`config.mk`:
```
export PLATFORM = sky130hd
export DESIGN_NAME = fm_sb_capture
export DESIGN_NICKNAME = d
export VERILOG_FILES = /design/src/rtl/fm_sb_capture.sv
export SDC_FILE = /design/constraint.sdc
export NUM_CORES = 1
export LEC_CHECK = 0
export ABC_AREA = 0
export ABC_CLOCK_PERIOD_IN_PS = 2500
export CAP_MARGIN = 25
export CORE_AREA = 2 2 180 182
export CTS_CLUSTER_SIZE = 14
export DETAILED_ROUTE_END_ITERATION = 7
export DIE_AREA = 0 0 182 184
export HOLD_SLACK_MARGIN = 0.02
export PLACE_DENSITY = 0.6
export SLEW_MARGIN = 10
export SYNTH_ARGS = -nofsm -noshare
export SYNTH_HDL_FRONTEND = slang
export SYNTH_SLANG_ARGS = --single-unit
```
`constraint.sdc`:
```
create_clock -name clk -period 2.5 [get_ports clk]
set_clock_uncertainty 0.2 [all_clocks]
set_input_delay 0.25 -clock clk [delete_from_list [all_inputs] [get_ports clk]]
set_output_delay 0.25 -clock clk [all_outputs]
set_load 0.005 [all_outputs]
```
`src/rtl/fm_sb_capture.sv`:
```
// fm_sb_capture: write-side capture controller for one fast-monitoring spy
// buffer channel. Truncates the monitored stream to DATA_W, writes it into
// SB_MEM as a circular buffer under arm/trigger/freeze control, and emits one
// metadata record into SB_META on every freeze.
//
// Optional metadata path (timestamp, record, meta address counter) is built
// only when the macro FM_SB_CAPTURE_META_EN is defined; otherwise meta_* are
// tied to zero and the SB_MEM path is unchanged.
//
// Handshake: there is no backpressure. fm_vld_i qualifies fm_data_i in the
// cycle it is high. The SB_MEM and SB_META write ports always accept a write
// in the cycle their *_we_o is high. All outputs are registered: inputs
// sampled in cycle N show up on the outputs in cycle N+1.
module fm_sb_capture #(
  parameter int DATA_W      = 96,
  parameter int ADDR_W      = 10,
  parameter int META_ADDR_W = 5
) (
  input  logic                   clk,
  input  logic                   rst_n,
  input  logic [255:0]           fm_data_i,
  input  logic                   fm_vld_i,
  input  logic [1:0]             pb_mode_i,
  input  logic                   arm_i,
  input  logic                   trigger_i,
  input  logic                   sw_freeze_i,
  input  logic                   release_i,
  input  logic [ADDR_W-1:0]      post_trig_i,
  output logic                   mem_we_o,
  output logic [ADDR_W-1:0]      mem_addr_o,
  output logic [DATA_W-1:0]      mem_data_o,
  output logic                   meta_we_o,
  output logic [META_ADDR_W-1:0] meta_addr_o,
  output logic [63:0]            meta_data_o,
  output logic [1:0]             state_o,
  output logic [ADDR_W-1:0]      wptr_o,
  output logic                   wrapped_o
);

  typedef enum logic [1:0] {
    ST_IDLE   = 2'd0,
    ST_RUN    = 2'd1,
    ST_POST   = 2'd2,
    ST_FROZEN = 2'd3
  } state_t;

  state_t              state_q, state_d;
  logic [ADDR_W-1:0]   wptr_q, wptr_d, wr_addr;
  logic [ADDR_W-1:0]   post_cnt_q, post_cnt_d;
  logic                wrapped_q, wrapped_d;
  logic                mode_on, active, do_arm, do_write, do_sw_freeze, trig_hit;
  logic                mem_we_q;
  logic [ADDR_W-1:0]   mem_addr_q;
  logic [DATA_W-1:0]   mem_data_q;
  logic                unused_fm_bits;

  // Bits above DATA_W are dropped by design.
  assign unused_fm_bits = ^fm_data_i;

  // Qualify this cycle's events and compute the write address and pointer update.
  always_comb begin
    mode_on      = (pb_mode_i == 2'b01) || (pb_mode_i == 2'b10);
    active       = (state_q == ST_RUN) || (state_q == ST_POST);
    do_arm       = mode_on && arm_i && (state_q != ST_FROZEN);
    do_write     = mode_on && fm_vld_i && (do_arm || active);
    do_sw_freeze = mode_on && !do_arm && active && sw_freeze_i;
    wr_addr      = do_arm ? '0 : wptr_q;
    wptr_d       = do_write ? (wr_addr + ADDR_W'(1)) : wr_addr;
    wrapped_d    = (do_arm ? 1'b0 : wrapped_q) | (do_write && (&wr_addr));
  end

  // Next-state logic; checks are ordered by priority.
  always_comb begin
    state_d    = state_q;
    post_cnt_d = post_cnt_q;
    trig_hit   = 1'b0;
    if (!mode_on) begin
      state_d = ST_IDLE;
    end else if (do_arm) begin
      state_d    = ST_RUN;
      post_cnt_d = '0;
    end else if (do_sw_freeze) begin
      state_d = ST_FROZEN;
    end else begin
      case (state_q)
        ST_RUN: begin
          if ((pb_mode_i == 2'b10) && trigger_i) begin
            trig_hit = 1'b1;
            if (post_trig_i == '0) begin
              state_d = ST_FROZEN;
            end else begin
              post_cnt_d = post_trig_i;
              state_d    = ST_POST;
            end
          end
        end
        ST_POST: begin
          if (fm_vld_i) begin
            post_cnt_d = post_cnt_q - ADDR_W'(1);
            if (post_cnt_q == ADDR_W'(1)) state_d = ST_FROZEN;
          end
        end
        ST_FROZEN: begin
          if (release_i) state_d = ST_IDLE;
        end
        default: ;
      endcase
    end
  end

  // State, pointer and registered SB_MEM write port.
  always_ff @(posedge clk or negedge rst_n) begin
    if (!rst_n) begin
      state_q    <= ST_IDLE;
      wptr_q     <= '0;
      wrapped_q  <= 1'b0;
      post_cnt_q <= '0;
      mem_we_q   <= 1'b0;
      mem_addr_q <= '0;
      mem_data_q <= '0;
    end else begin
      state_q    <= state_d;
      wptr_q     <= wptr_d;
      wrapped_q  <= wrapped_d;
      post_cnt_q <= post_cnt_d;
      mem_we_q   <= do_write;
      if (do_write) begin
        mem_addr_q <= wr_addr;
        mem_data_q <= fm_data_i[DATA_W-1:0];
      end
    end
  end

  assign mem_we_o   = mem_we_q;
  assign mem_addr_o = mem_addr_q;
  assign mem_data_o = mem_data_q;
  assign state_o    = state_q;
  assign wptr_o     = wptr_q;
  assign wrapped_o  = wrapped_q;

`ifdef FM_SB_CAPTURE_META_EN
  logic [31:0]            ts_q, ts_lat_q, ts_lat_d;
  logic [ADDR_W-1:0]      trig_addr_q, trig_addr_d;
  logic                   freeze_ev;
  logic [63:0]            meta_rec;
  logic                   meta_we_q;
  logic [META_ADDR_W-1:0] meta_addr_q;
  logic [63:0]            meta_data_q;

  // Latch trigger context; the record uses post-write pointer/wrap values so
  // it describes the buffer exactly as it stands once frozen. trig_addr is
  // cleared on arm so a software-only freeze reports address 0.
  always_comb begin
    ts_lat_d    = ts_lat_q;
    trig_addr_d = trig_addr_q;
    if (do_arm) begin
      trig_addr_d = '0;
    end else if (trig_hit) begin
      trig_addr_d = wptr_q;
      ts_lat_d    = ts_q;
    end else if (do_sw_freeze && (state_q == ST_RUN)) begin
      ts_lat_d = ts_q;
    end
    freeze_ev                 = (state_d == ST_FROZEN) && (state_q != ST_FROZEN);
    meta_rec                  = '0;
    meta_rec[63:32]           = ts_lat_d;
    meta_rec[31]              = wrapped_d;
    meta_rec[30]              = do_sw_freeze;
    meta_rec[ADDR_W+15:16]    = trig_addr_d;
    meta_rec[ADDR_W-1:0]      = wptr_d;
  end

  // Free-running timestamp, trigger latches and the SB_META write port.
  always_ff @(posedge clk or negedge rst_n) begin
    if (!rst_n) begin
      ts_q        <= '0;
      ts_lat_q    <= '0;
      trig_addr_q <= '0;
      meta_we_q   <= 1'b0;
      meta_addr_q <= '0;
      meta_data_q <= '0;
    end else begin
      ts_q        <= ts_q + 32'd1;
      ts_lat_q    <= ts_lat_d;
      trig_addr_q <= trig_addr_d;
      meta_we_q   <= freeze_ev;
      meta_addr_q <= meta_addr_q + META_ADDR_W'(meta_we_q);
      if (freeze_ev) meta_data_q <= meta_rec;
    end
  end

  assign meta_we_o   = meta_we_q;
  assign meta_addr_o = meta_addr_q;
  assign meta_data_o = meta_data_q;
`else
  logic unused_trig_hit;

  assign unused_trig_hit = trig_hit;
  assign meta_we_o       = 1'b0;
  assign meta_addr_o     = '0;
  assign meta_data_o     = '0;
`endif

endmodule

```
== After elaboration in Yosys (flattened, before gate mapping) ==
Index checks and enable logic that the tools add are counted.

* Bits in registers: 130
* Output and inout bits: 190

* Eq/ne operators: 16
* Mux-type cells: 18
* $add $sub $neg: 2
* Reductions and logical operators: 18
* Bitwise gates (word level): 1

{| class="wikitable"
|+ Operators by type and width
! kind !! count
|-
| two-way mux 10 bit || 7
|-
| one-hot mux 10 bit (2 select lines) || 1
|-
| two-way mux 2 bit || 7
|-
| adder 10 x 1 -> 10 bit, second input constant || 1
|-
| == test 10 x 1 -> 1 bit, second input constant || 1
|-
| zero test 10 bit || 1
|-
| inequality test 5 x 4 -> 1 bit, second input constant || 2
|-
| inequality test 5 bit, second input constant || 2
|-
| AND reduction 10 bit || 1
|-
| subtractor 10 x 1 -> 10 bit, second input constant || 1
|-
| logical AND 1 bit || 9
|-
| == test 2 bit, second input constant || 3
|-
| inequality test 3 bit, second input constant || 2
|-
| inequality test 6 x 1 -> 1 bit, second input constant || 1
|-
| one-hot mux 2 bit (3 select lines) || 1
|-
| AND reduction 6 bit || 1
|-
| AND reduction 5 bit || 1
|-
| == test 2 x 1 -> 1 bit, second input constant || 2
|-
| inequality test 2 bit, second input constant || 2
|-
| logical OR 1 bit || 3
|-
| inequality test 3 x 2 -> 1 bit, second input constant || 1
|-
| nonzero test 3 bit || 1
|-
| two-way mux 1 bit || 2
|-
| zero test 1 bit || 1
|-
| bitwise OR 1 bit || 1
|}

== Depth between registers and ports, before layout ==
* Depth in word-level cells: 11
* Mapped depth: 10
* Mapped depth without buffers: 9

== Worst setup path before layout ==
OpenSTA, ideal clock, no wires.

* Path kind: reg2reg
* Start point: register state_q[0] (netlist: state_o[0])
* End point: register wptr_q[4] (netlist: wptr_o[4])
* Arrival: 2.071 ns
* Library setup time: 0.132 ns
* Slack: 0.097 ns
* Required time: 2.168 ns
* Period minus slack after synthesis: 2.403 ns
* Stages on the path, launching flop included: 11
* Cell sequence: dfrtp_1 ha_1 or2b_4 or2_2 clkbuf_1 nand2_1 inv_1 ha_1 nand4_1 xor2_1 nor2_1

* Longest elaborated chain between the ends: 5
* Elaborated cells between the ends (all ways): 10
* Those cells by class: 1 x add/sub; 3 x eq/ne; 2 x mux; 4 x reduce/logical

{| class="wikitable"
|+ RTL lines
! element !! line !! RTL
|-
| start, declared || 47 || <nowiki>state_t state_q, state_d;</nowiki>
|-
| start signal, assigned || 122 || <nowiki>state_q <= state_d;</nowiki>
|-
| inequality test 2 bit || 64 || <nowiki>do_arm = mode_on && arm_i && (state_q != ST_FROZEN);</nowiki>
|-
| logical AND 1 bit || 64 ||
|-
| two-way mux 10 bit || 67 || <nowiki>wr_addr = do_arm ? '0 : wptr_q;</nowiki>
|-
| via wr_addr[0] || 48 || <nowiki>logic [ADDR_W-1:0] wptr_q, wptr_d, wr_addr;</nowiki>
|-
| adder 10 x 1 -> 10 bit || 68 || <nowiki>wptr_d = do_write ? (wr_addr + ADDR_W'(1)) : wr_addr;</nowiki>
|-
| two-way mux 10 bit || 68 ||
|-
| via wptr_d[4] || 48 ||
|-
| end signal, assigned || 123 || <nowiki>wptr_q <= wptr_d;</nowiki>
|-
| end, declared || 48 ||
|}

The timed path passes the listed nets, and every way through them passes these cells.
A chain may end at the register's enable or synchronous reset.

== Worst setup path in the final report ==
* Start point: register state_q[1] (netlist: state_o[1])
* End point: register wptr_q[8] (netlist: wptr_o[8])

The elaborated chain is that of the path after synthesis.

==> impl_metrics.csv <==
group,metric,value,unit
route,drt-total-wl,18100,µm
route,drt_iter0_drc,206,
synthesis,synth_top_family_by_area,"simple AND/OR/NAND/NOR gates",
power,sw_frac_of_total,32.1,%
clock_network,cts_num_sinks,130,
timing,setup_viol,0,
place,pre_cts_ws,-0.0390,ns
place,postPlaceCellArea,0.00877,mm²
synthesis,synth-compound-area-share,4.53,%
place,gp_congestion,0.746,
synthesis,synth.area.mux_share,0.849,%
route,routed_via_density,3.86,
worst_setup_path,crit_type,"reg -> reg",
layout,fin_area,0.00938,mm²
synthesis,synth_xor_area_share,1.01,%
clock_network,clk_pin_slew,0.06,ns
layout,syn_to_final_growth,55.2,%
power,power_frac_comb,39.2,%
layout,mostFrequentLayoutCells,"nand2_1, clkdlybuf4s50_1, dfrtp_1",
route,vias,5229,
synthesis,yosys.area_share.adder,1.45,%
synthesis,ys_top_cells_by_area,"dfrtp_1, nand2_1, buf_4",
power,internal_power,6.88,mW
synthesis,synth_area_per_cell,8.72,µm²
synthesis,synth.largest_area_cell,"dfrtp_1",
worst_setup_path,worst_ep_required_time,2.61,ns
worst_setup_path,path_delay_family,"simple AND/OR/NAND/NOR gates",
synthesis,syn-cell-area,0.00604,mm²
timing,fin_crit,2.34,ns
timing,grt_setup_unrepaired,"false",
timing,fmax,428,MHz
place,dp_hpwl,12800,µm
job,max-cap-violations,0,
floorplan,die_h,184,µm
grt,antenna_found_initial,0,
grt,grt_pass1_vias,5237,
timing,setup_slack,0.165,ns
floorplan,rows,65,
layout,layout_commonest_cell,"nand2_1",
worst_hold_path,hold_class,"in -> async",
power,vdd_ir_drop_max,0.000512,V
route,post-route-drc-count,0,
route,ant_nets,0,
timing,tightest_slew,0.557,ns
worst_setup_path,crit_fanout,7,
power,p_leak,4.45,nW
grt,grt_use_total,11.0,%
timing,report.final.slew_viol_count,0,
place,io_buffers,234,
clock_network,clk_latency,0.43,ns
worst_setup_path,crit_path_cell_trace,"ha_2 > or2b_4 > or2_2 > nand2_1 > inv_1 > ha_1 > nand4_1 > xor2_1 > nor2_1",
worst_setup_path,crit_path_end_kind,"flop",
timing,tns,0,ns
synthesis,synth-seq-cells,130,
status,outcome,"finished clean",
floorplan,ioPinCount,465,
timing,maxSlewHeadroom,62.9,%
power,p_sw,3.25,mW
synthesis,synth-edff-count,0,
layout,layout.nets,1224,
worst_setup_path,critPathMaxStageDelay,0.46,ns
grt,grt-ovfl-total,0,
worst_setup_path,cp_data_arrival_time,2.45,ns
worst_setup_path,cp_num_buf_inv,1,
synthesis,ys_warn_count,0,
power,seq_power_share,35.0,%
layout,antenna_cells,0,
clock_network,cts_tree,"built",
floorplan,die_w,182,µm
synthesis,ys_types,51,
synthesis,ys_seq_area_share,53.8,%
worst_setup_path,critPathSlowestCell,"dfrtp_2",
route,wl_per_cell,13.4,µm
timing,fin_crit_sh,93.4,%
floorplan,coreArea,0.0314,mm²
power,p_clk_share,25.8,%
clock_network,cts_max_path_buffers,2,
synthesis,synth_cells,693,
clock_network,htreeDepth,4,
timing,hold_violations,0,
floorplan,die-area,0.0335,mm²
worst_setup_path,startpoint_type,"flop",
synthesis,post-synth-top-area-fraction,53.8,%
grt,grt_pass1_wl,28600,µm
clock_network,cts-root-buf,"clkbuf_16",
clock_network,cts_buffers,17,
synthesis,yosys.area_share.simple,26.8,%
layout,drive_above_1_share,7.44,%
floorplan,start_util,19.3,%
synthesis,ys.flop_type,"dfrtp_1",
route,drtPass1Iterations,6,
power,pwr_density_cell,1080,mW/mm²
synthesis,ys_async_sr_fraction,100,%
grt,grt_max_degree,92,
cell families after synthesis:
family	count (synthesis)
AOI/OAI and AO/OA	44
xor gates and xnor gates	7
adders and majority gates	7
buffers and inverters	112
DFF	130
muxes	5
other	1
and+or+nand+nor	387
sequential cells by signal (all words and copies together) (netlist names):
register / flops
post_cnt_q: 10
mem_addr_o: 10
mem_we_o: 1
mem_data_o: 96
wrapped_o: 1
state_o: 2
wptr_o: 10
worst reg2reg max path, stage by stage (launching register included):
cell and delay [ns]:
dfrtp_2 0.46, ha_2 0.21, or2b_4 0.28, or2_2 0.32, nand2_1 0.10, inv_1 0.05
ha_1 0.25, nand4_1 0.13, xor2_1 0.16, nor2_1 0.05
per-layer routing:
layer / global-route usage, % / up-vias / share of wire, %
met5: 0 / - / 0
met2: 17.5 / 225 / 46
li1: - / 2544 / -
met1: 13.1 / 2444 / 43
met3: 5.21 / 16 / 9.8
met4: 3.87 / 0 / 1.4
area by class of cell:
class                      count  area (µm²)
clock inverter                13         160
fill                        3310       22000
inverter                      12        46.3
clock buffer                  18         439
timing repair buffer         261        2610
tap                          402         503
sequential                   130        3250
multi-input combinational    520        2360
metrics by stage:
stage                     hold WS, ns  utilization [%]  total power, mW  instances
after floorplan                -0.246                -             5.14        762
after global placement         0.0369             27.9             7.54       1324
after detailed placement       0.0401             27.9             7.59       1324
after CTS                       0.106             29.9             10.3       1356
after global routing            0.132             29.9             10.9       1356
final                           0.124             29.9             10.1       1356
Yosys cell counts, types with 3 or more instances:
cell type  instances
nor4_1             4
xor2_1             5
nand2b_1           3
clkbuf_1          18
buf_2              9
nand2_1          322
inv_1             11
nor2b_1            6
mux2i_1            4
or3_1              3
nand3_1            9
nor2_1            15
ha_1               7
nand4_1            6
o21ai_0           15
a21boi_0           3
and3_1             3
a21oi_1           10
dfrtp_1          130
and2_1             3
buf_4             70
buf_1              3
power groups by stage:
stage	Sequential (mW)	Combinational, mW	Clock (mW)
2_1_floorplan	3.61	1.54	0
3_3_place_gp	3.54	4.00	0
3_5_place_dp	3.56	4.02	0
4_1_cts	3.55	4.05	2.70
5_1_grt	3.68	4.42	2.79
6_report	3.55	3.98	2.61
path summary, 6_finish.rpt:
| check | slack, ns | endpoint | from | cells after the start |
|---|---|---|---|---|
| worst min register to register | 0.27 | mem_addr_o[6]$_DFFE_PN0P_ | mem_addr_o[6]$_DFFE_PN0P_ | 2 |
| max in group asynchronous | 1.30 | mem_data_o[1]$_DFFE_PN0P_ | rst_n | 3 |
| worst min-delay path | 0.12 | post_cnt_q[0]$_DFFE_PN0P_ | rst_n | 2 |
| worst max register to register | 0.16 | wptr_o[8]$_DFF_PN0_ | state_o[1]$_DFFE_PN0P_ | 9 |
| worst max-delay path | 0.16 | wptr_o[8]$_DFF_PN0_ | state_o[1]$_DFFE_PN0P_ | 9 |
| min in group clk | 0.14 | mem_data_o[84]$_DFFE_PN0P_ | fm_data_i[84] | 3 |
timing repair:
action                     CTS  global route
setup endpoints to repair    0             4
resized for setup            0             3
setup buffers                0             0
hold endpoints to repair    97             0
hold buffers                 1             0
No activity file was read; power rests on OpenSTA's default activity.
